--- src/rtl/poisson_rate_decoder.sv ---
// Purpose: decodes a Poisson spike train into a rate estimate by counting spikes over 2^WINDOW_LOG2 valid samples.
// Latency: rate_out/rate_valid update one cycle after the last sample of a window; windows run back-to-back.
// Backpressure: result held on valid/ready; a new result overwrites an unconsumed one and sets sticky overrun.
module poisson_rate_decoder #(
    parameter int DATA_WIDTH  = 8,
    parameter int WINDOW_LOG2 = 8
) (
    input  logic                  clk,
    input  logic                  rst_n,
    input  logic                  enable,
    input  logic                  clear,
    input  logic                  spike_in,
    input  logic                  spike_valid,
    output logic [DATA_WIDTH-1:0] rate_out,
    output logic                  rate_valid,
    input  logic                  rate_ready,
    output logic                  busy,
    output logic                  overrun
);

    // Scaled count is always DATA_WIDTH+1 bits: the extra bit flags a full-window count needing saturation.
    localparam int SW = DATA_WIDTH + 1;
    localparam int CW = WINDOW_LOG2 + 1;
    localparam logic [WINDOW_LOG2-1:0] ONE_S = 1;

    typedef enum logic {IDLE, ACCUM} state_t;

    state_t                  r_state;
    state_t                  w_state_nxt;
    logic [WINDOW_LOG2-1:0]  r_sample_cnt;
    logic [CW-1:0]           r_spike_cnt;
    logic [DATA_WIDTH-1:0]   r_rate;
    logic                    r_rate_vld;
    logic                    r_overrun;
    logic                    w_accept;
    logic                    w_last;
    logic [CW-1:0]           w_total;
    logic [SW-1:0]           w_scaled;
    logic [DATA_WIDTH-1:0]   w_rate_sat;

    assign w_accept = (r_state == ACCUM) && enable && spike_valid;
    assign w_last   = w_accept && (r_sample_cnt == '1);
    assign w_total  = r_spike_cnt + CW'(spike_in);

    // Normalise the window count to the output range: shift up when the window is shorter than the rate scale, down otherwise.
    generate
        if (DATA_WIDTH >= WINDOW_LOG2) begin : g_scale_up
            localparam int unsigned UP_SH = DATA_WIDTH - WINDOW_LOG2;
            assign w_scaled = SW'(w_total) << UP_SH;
        end else begin : g_scale_dn
            localparam int unsigned DN_SH = WINDOW_LOG2 - DATA_WIDTH;
            assign w_scaled = SW'(w_total >> DN_SH);
        end
    endgenerate

    assign w_rate_sat = w_scaled[DATA_WIDTH] ? '1 : w_scaled[DATA_WIDTH-1:0];

    // FSM state register.
    always_ff @(posedge clk or negedge rst_n) begin
        if (!rst_n) begin
            r_state <= IDLE;
        end else begin
            r_state <= w_state_nxt;
        end
    end

    // Next-state and busy decode; clear outranks enable, and enable low always drops back to IDLE.
    always_comb begin
        w_state_nxt = r_state;
        busy        = (r_state == ACCUM);
        if (clear) begin
            w_state_nxt = enable ? ACCUM : IDLE;
        end else if (!enable) begin
            w_state_nxt = IDLE;
        end else if (r_state == IDLE) begin
            w_state_nxt = ACCUM;
        end
    end

    // Window counters: discarded on clear or abort, restarted at each window boundary.
    always_ff @(posedge clk or negedge rst_n) begin
        if (!rst_n) begin
            r_sample_cnt <= '0;
            r_spike_cnt  <= '0;
        end else if (clear || !enable) begin
            r_sample_cnt <= '0;
            r_spike_cnt  <= '0;
        end else if (w_last) begin
            r_sample_cnt <= '0;
            r_spike_cnt  <= '0;
        end else if (w_accept) begin
            r_sample_cnt <= r_sample_cnt + ONE_S;
            r_spike_cnt  <= w_total;
        end
    end

    // Result register with valid/ready handshake; a load while still unconsumed flags overrun.
    always_ff @(posedge clk or negedge rst_n) begin
        if (!rst_n) begin
            r_rate     <= '0;
            r_rate_vld <= 1'b0;
            r_overrun  <= 1'b0;
        end else if (clear) begin
            r_rate_vld <= 1'b0;
            r_overrun  <= 1'b0;
        end else if (w_last) begin
            r_rate     <= w_rate_sat;
            r_rate_vld <= 1'b1;
            if (r_rate_vld && !rate_ready) begin
                r_overrun <= 1'b1;
            end
        end else if (r_rate_vld && rate_ready) begin
            r_rate_vld <= 1'b0;
        end
    end

    assign rate_out   = r_rate;
    assign rate_valid = r_rate_vld;
    assign overrun    = r_overrun;

endmodule
--- config.mk ---
export PLATFORM = sky130hd
export DESIGN_NAME = poisson_rate_decoder
export DESIGN_NICKNAME = d
export VERILOG_FILES = /design/src/rtl/poisson_rate_decoder.sv
export SDC_FILE = /design/constraint.sdc
export NUM_CORES = 1
export LEC_CHECK = 0
export ABC_AREA = 1
export BUFFER_PORTS_ARGS = -buffer_cell sky130_fd_sc_hd__clkbuf_2
export CORE_MARGIN = 5
export CORE_UTILIZATION = 60
export DETAILED_ROUTE_END_ITERATION = 7
export HOLD_SLACK_MARGIN = 0.12
export PLACE_DENSITY = 0.8
export SLEW_MARGIN = 20
export SYNTH_ARGS = -nofsm -noshare
export SYNTH_HDL_FRONTEND = slang
export SYNTH_SLANG_ARGS = --single-unit
--- constraint.sdc ---
create_clock -name clk -period 3.8 [get_ports clk]
set_input_delay 0.19 -clock clk [delete_from_list [all_inputs] [get_ports clk]]
set_output_delay 0.19 -clock clk [all_outputs]
set_load 0.02 [all_outputs]
==> impl_metrics.ini <==
[status]
outcome = complete, no violations

[power_and_ir_drop]
switching_share_pct = 23.24
p_int_uw = 369.9
p_sw_uw = 112.0
combPwrFrac_pct = 7.2
total_power_uw = 481.9
leakage_uw = 0.0008681
powerDensity_nw_per_um2 = 292.0
clockPowerShare_pct = 30.0
power_frac_seq_pct = 62.8
peakVddDrop_uv = 258.2

[synthesis]
synth_compound_area_share_pct = 7.627
synthMuxAreaShare_pct = 0
yosys_warnings = 0
synthCells = 175
syn_nets = 185
async_reset_ff_share_pct = 100.0
yosys.area_share.adder_pct = 2.542
synth_xor_area_share_pct = 2.373
synth_area_sq_um = 1476
synth_seq_cells = 28
seq_area_frac_synth_pct = 47.46
yosysUniqueCellTypes = 27
synth_top_family_by_area = simple AND/OR/NAND/NOR gates
synthFlopType = dfrtp_1
synthSimpleGateAreaFrac_pct = 34.58
synth_edf_count = 0
syn_avg_cell_area_sq_um = 8.437

[global_routing]
grt_start_max_net_pins = 29
track_usage_pct = 18.36
grt_pass1_wl_um = 4871
grt_pass1_vias = 1077
antenna_found_initial = 0
grt_overflow = 0

[clock_tree]
cts_root_buf = clkbuf_4
ctsResizeCount = 0
tritoncts = built
clock_sinks = 28
cts_setup_buffers = 0
clkLatencyLatePin_ns = 0.33
numCtsBuffers = 3
ctsHoldBuffers = 3
cts.clk_slew.worst_paths_ns = 0.14
cts_buffer_depth = 2
htree_levels = 1

[critical_path]
startpoint = r_spike_cnt[0]
reg2reg_from = r_spike_cnt[0]
critPathKind = reg2reg
required_ns = 4.04
cp-endpoint = rate_out[3]
worst_ep_arrival_time_ns = 1.81
regToRegSetupSlack_ns = 2.23
r2r-end = rate_out[3]
end_kind = flip-flop
crit_fanout = 9
start_kind = flip-flop
cpMostUsedCell = nand2_1
ff2ff_path_depth = 10
worst_path_max_delay_cell = dfrtp_1
cp_cell_sequence = ha_1 -> ha_1 -> nand3_1 -> inv_1 -> nand2_1 -> nand2_1 -> nand2_2 -> nand2_1 -> nand2_1 -> nand2_1
cp_slowest_stage_delay_ns = 0.41

[placed_design]
hpwl_um = 1966
place_ws_ns = 2.231
numPortBuffers = 17
gp_congestion = 0.8568

[timing]
drv_slew = 0
setup_ws_ns = 2.232
tightest_slew_ns = 0.6770
min_period_ns = 1.568
fin_skew_ns = 0.002437
fin_crit_sh_pct = 41.26
whs_ns = 0.1822
tns_ns = 0
setup_viol = 0
slew_headroom_pct = 54.87
fmax_mhz = 637.8
rsz0062_at_grt = false
report.final.hold_viol_count = 0

[cells_and_area]
drive_gt1_share_pct = 20.20
antenna_cells = 0
final_util_pct = 68.48
nets = 209
area_growth_pct = 11.78

[detailed_routing]
firstDrtPassIters = 4
avgViaCountPerCell = 5.241
num_vias = 1195
route.detailed.drc = 0
detail-route-antenna-nets = 0
avgRoutedWirePerCell_um = 11.82
wirelength_um = 2696
drt-initial-drc-count = 27

[floorplan]
boundaryPins = 18
die_width_um = 59.61
initial_core_util_pct = 61.27
die_h_um = 59.61
dieArea_sq_um = 3553
core_area_sq_um = 2410
rows = 18

[worst_hold_path]
hold_class = in2reg

[run]
drv_cap = 0
[logic make-up after synthesis]
group | after synthesis
xor gates and xnor gates | 4
and+or+nand+nor | 105
AOI/OAI and AO/OA | 18
DFF | 28
buffers and inverters | 17
adders and majority gates | 3
[synth_stat cells (2+ instances only)]
library cell,number,area [sq um]
a21oi_1,4,20.02
dfrtp_1,28,700.7
ha_1,3,37.54
inv_1,14,52.55
inv_4,2,12.51
nand2_1,68,255.2
nand2_2,2,12.51
nand3_1,8,40.04
nand3_2,2,20.02
nor2_1,13,48.80
nor2_4,2,22.52
nor3_1,2,10.01
nor3_2,2,20.02
o21ai_1,6,30.03
o21ai_2,4,35.03
o21bai_1,2,15.01
xor2_1,3,26.28
[power by group through the flow]
stage                     Clock [uW]  Sequential [uW]  Combinational, uW
after global routing             163              303               39.7
after CTS                        151              302               35.8
after detailed placement           0              308               33.3
after floorplan                    0              308               19.1
after global placement             0              308               32.3
final                            145              302               34.8
[cell type report]
cell class	instances	area [sq um]
timing repair buffer	20	115.1
inverter	16	65.06
multi-input combinational	130	695.7
sequential	28	700.7
tap	30	37.54
clock buffer	4	36.28
fill	182	759.5
[worst min-delay path by stage]
stage,end,slack (ns),from,cells after the start
4_1_cts,rate_valid,0.18,clear,2
3_5_place_dp,r_spike_cnt[3],0.27,rst_n,1
6_report,rate_valid,0.18,clear,2
3_3_place_gp,r_spike_cnt[5],0.26,rst_n,1
2_1_floorplan,busy,-0.11,rst_n,0
5_1_grt,rate_valid,0.17,clear,2
[registers in the layout, summed over array words and instances, names as in the netlist]
name,count
rate_out,8
r_sample_cnt,8
overrun,1
rate_valid,1
busy,1
r_spike_cnt,9
[worst max-delay path: cells and delay by family, from the launching register on]
| family | cells | cell delay [ns] |
|---|---|---|
| flip-flops | 1 | 0.41 |
| buffers and inverters | 1 | 0.07 |
| adder cells (fa/ha/maj) | 2 | 0.42 |
| AND/OR/NAND/NOR | 7 | 0.59 |
[metrics by stage]
stage | instance area (sq um) | instances
floorplan | 1476 | 175
global placement | 1584 | 221
detailed placement | 1584 | 221
CTS | 1650 | 228
global route | 1650 | 228
finish | 1650 | 228
[routing by layer]
metal	vias up	global-route usage (%)	wire length (um)
met1	563	26.12	1330
met3	5	3.486	113
met2	25	27.93	1205
met4	0	6.646	47
li1	602	-	-
met5	-	0	0
[layout by cell type (no fill, tap or decap), drive strengths merged]
cell type | netlist | routed
clkbuf | 0 | 21
nor2 | 17 | 17
dlygate4sd3 | 0 | 3
o31ai | 1 | 1
o21bai | 2 | 2
nand2 | 72 | 72
nor3 | 4 | 4
ha | 3 | 3
a21oi | 4 | 4
xnor2 | 1 | 1
dfrtp | 28 | 28
inv | 16 | 16
nand3 | 11 | 11
o21ai | 11 | 11
nand4 | 1 | 1
xor2 | 3 | 3
Power figures use the tool's default switching activity.
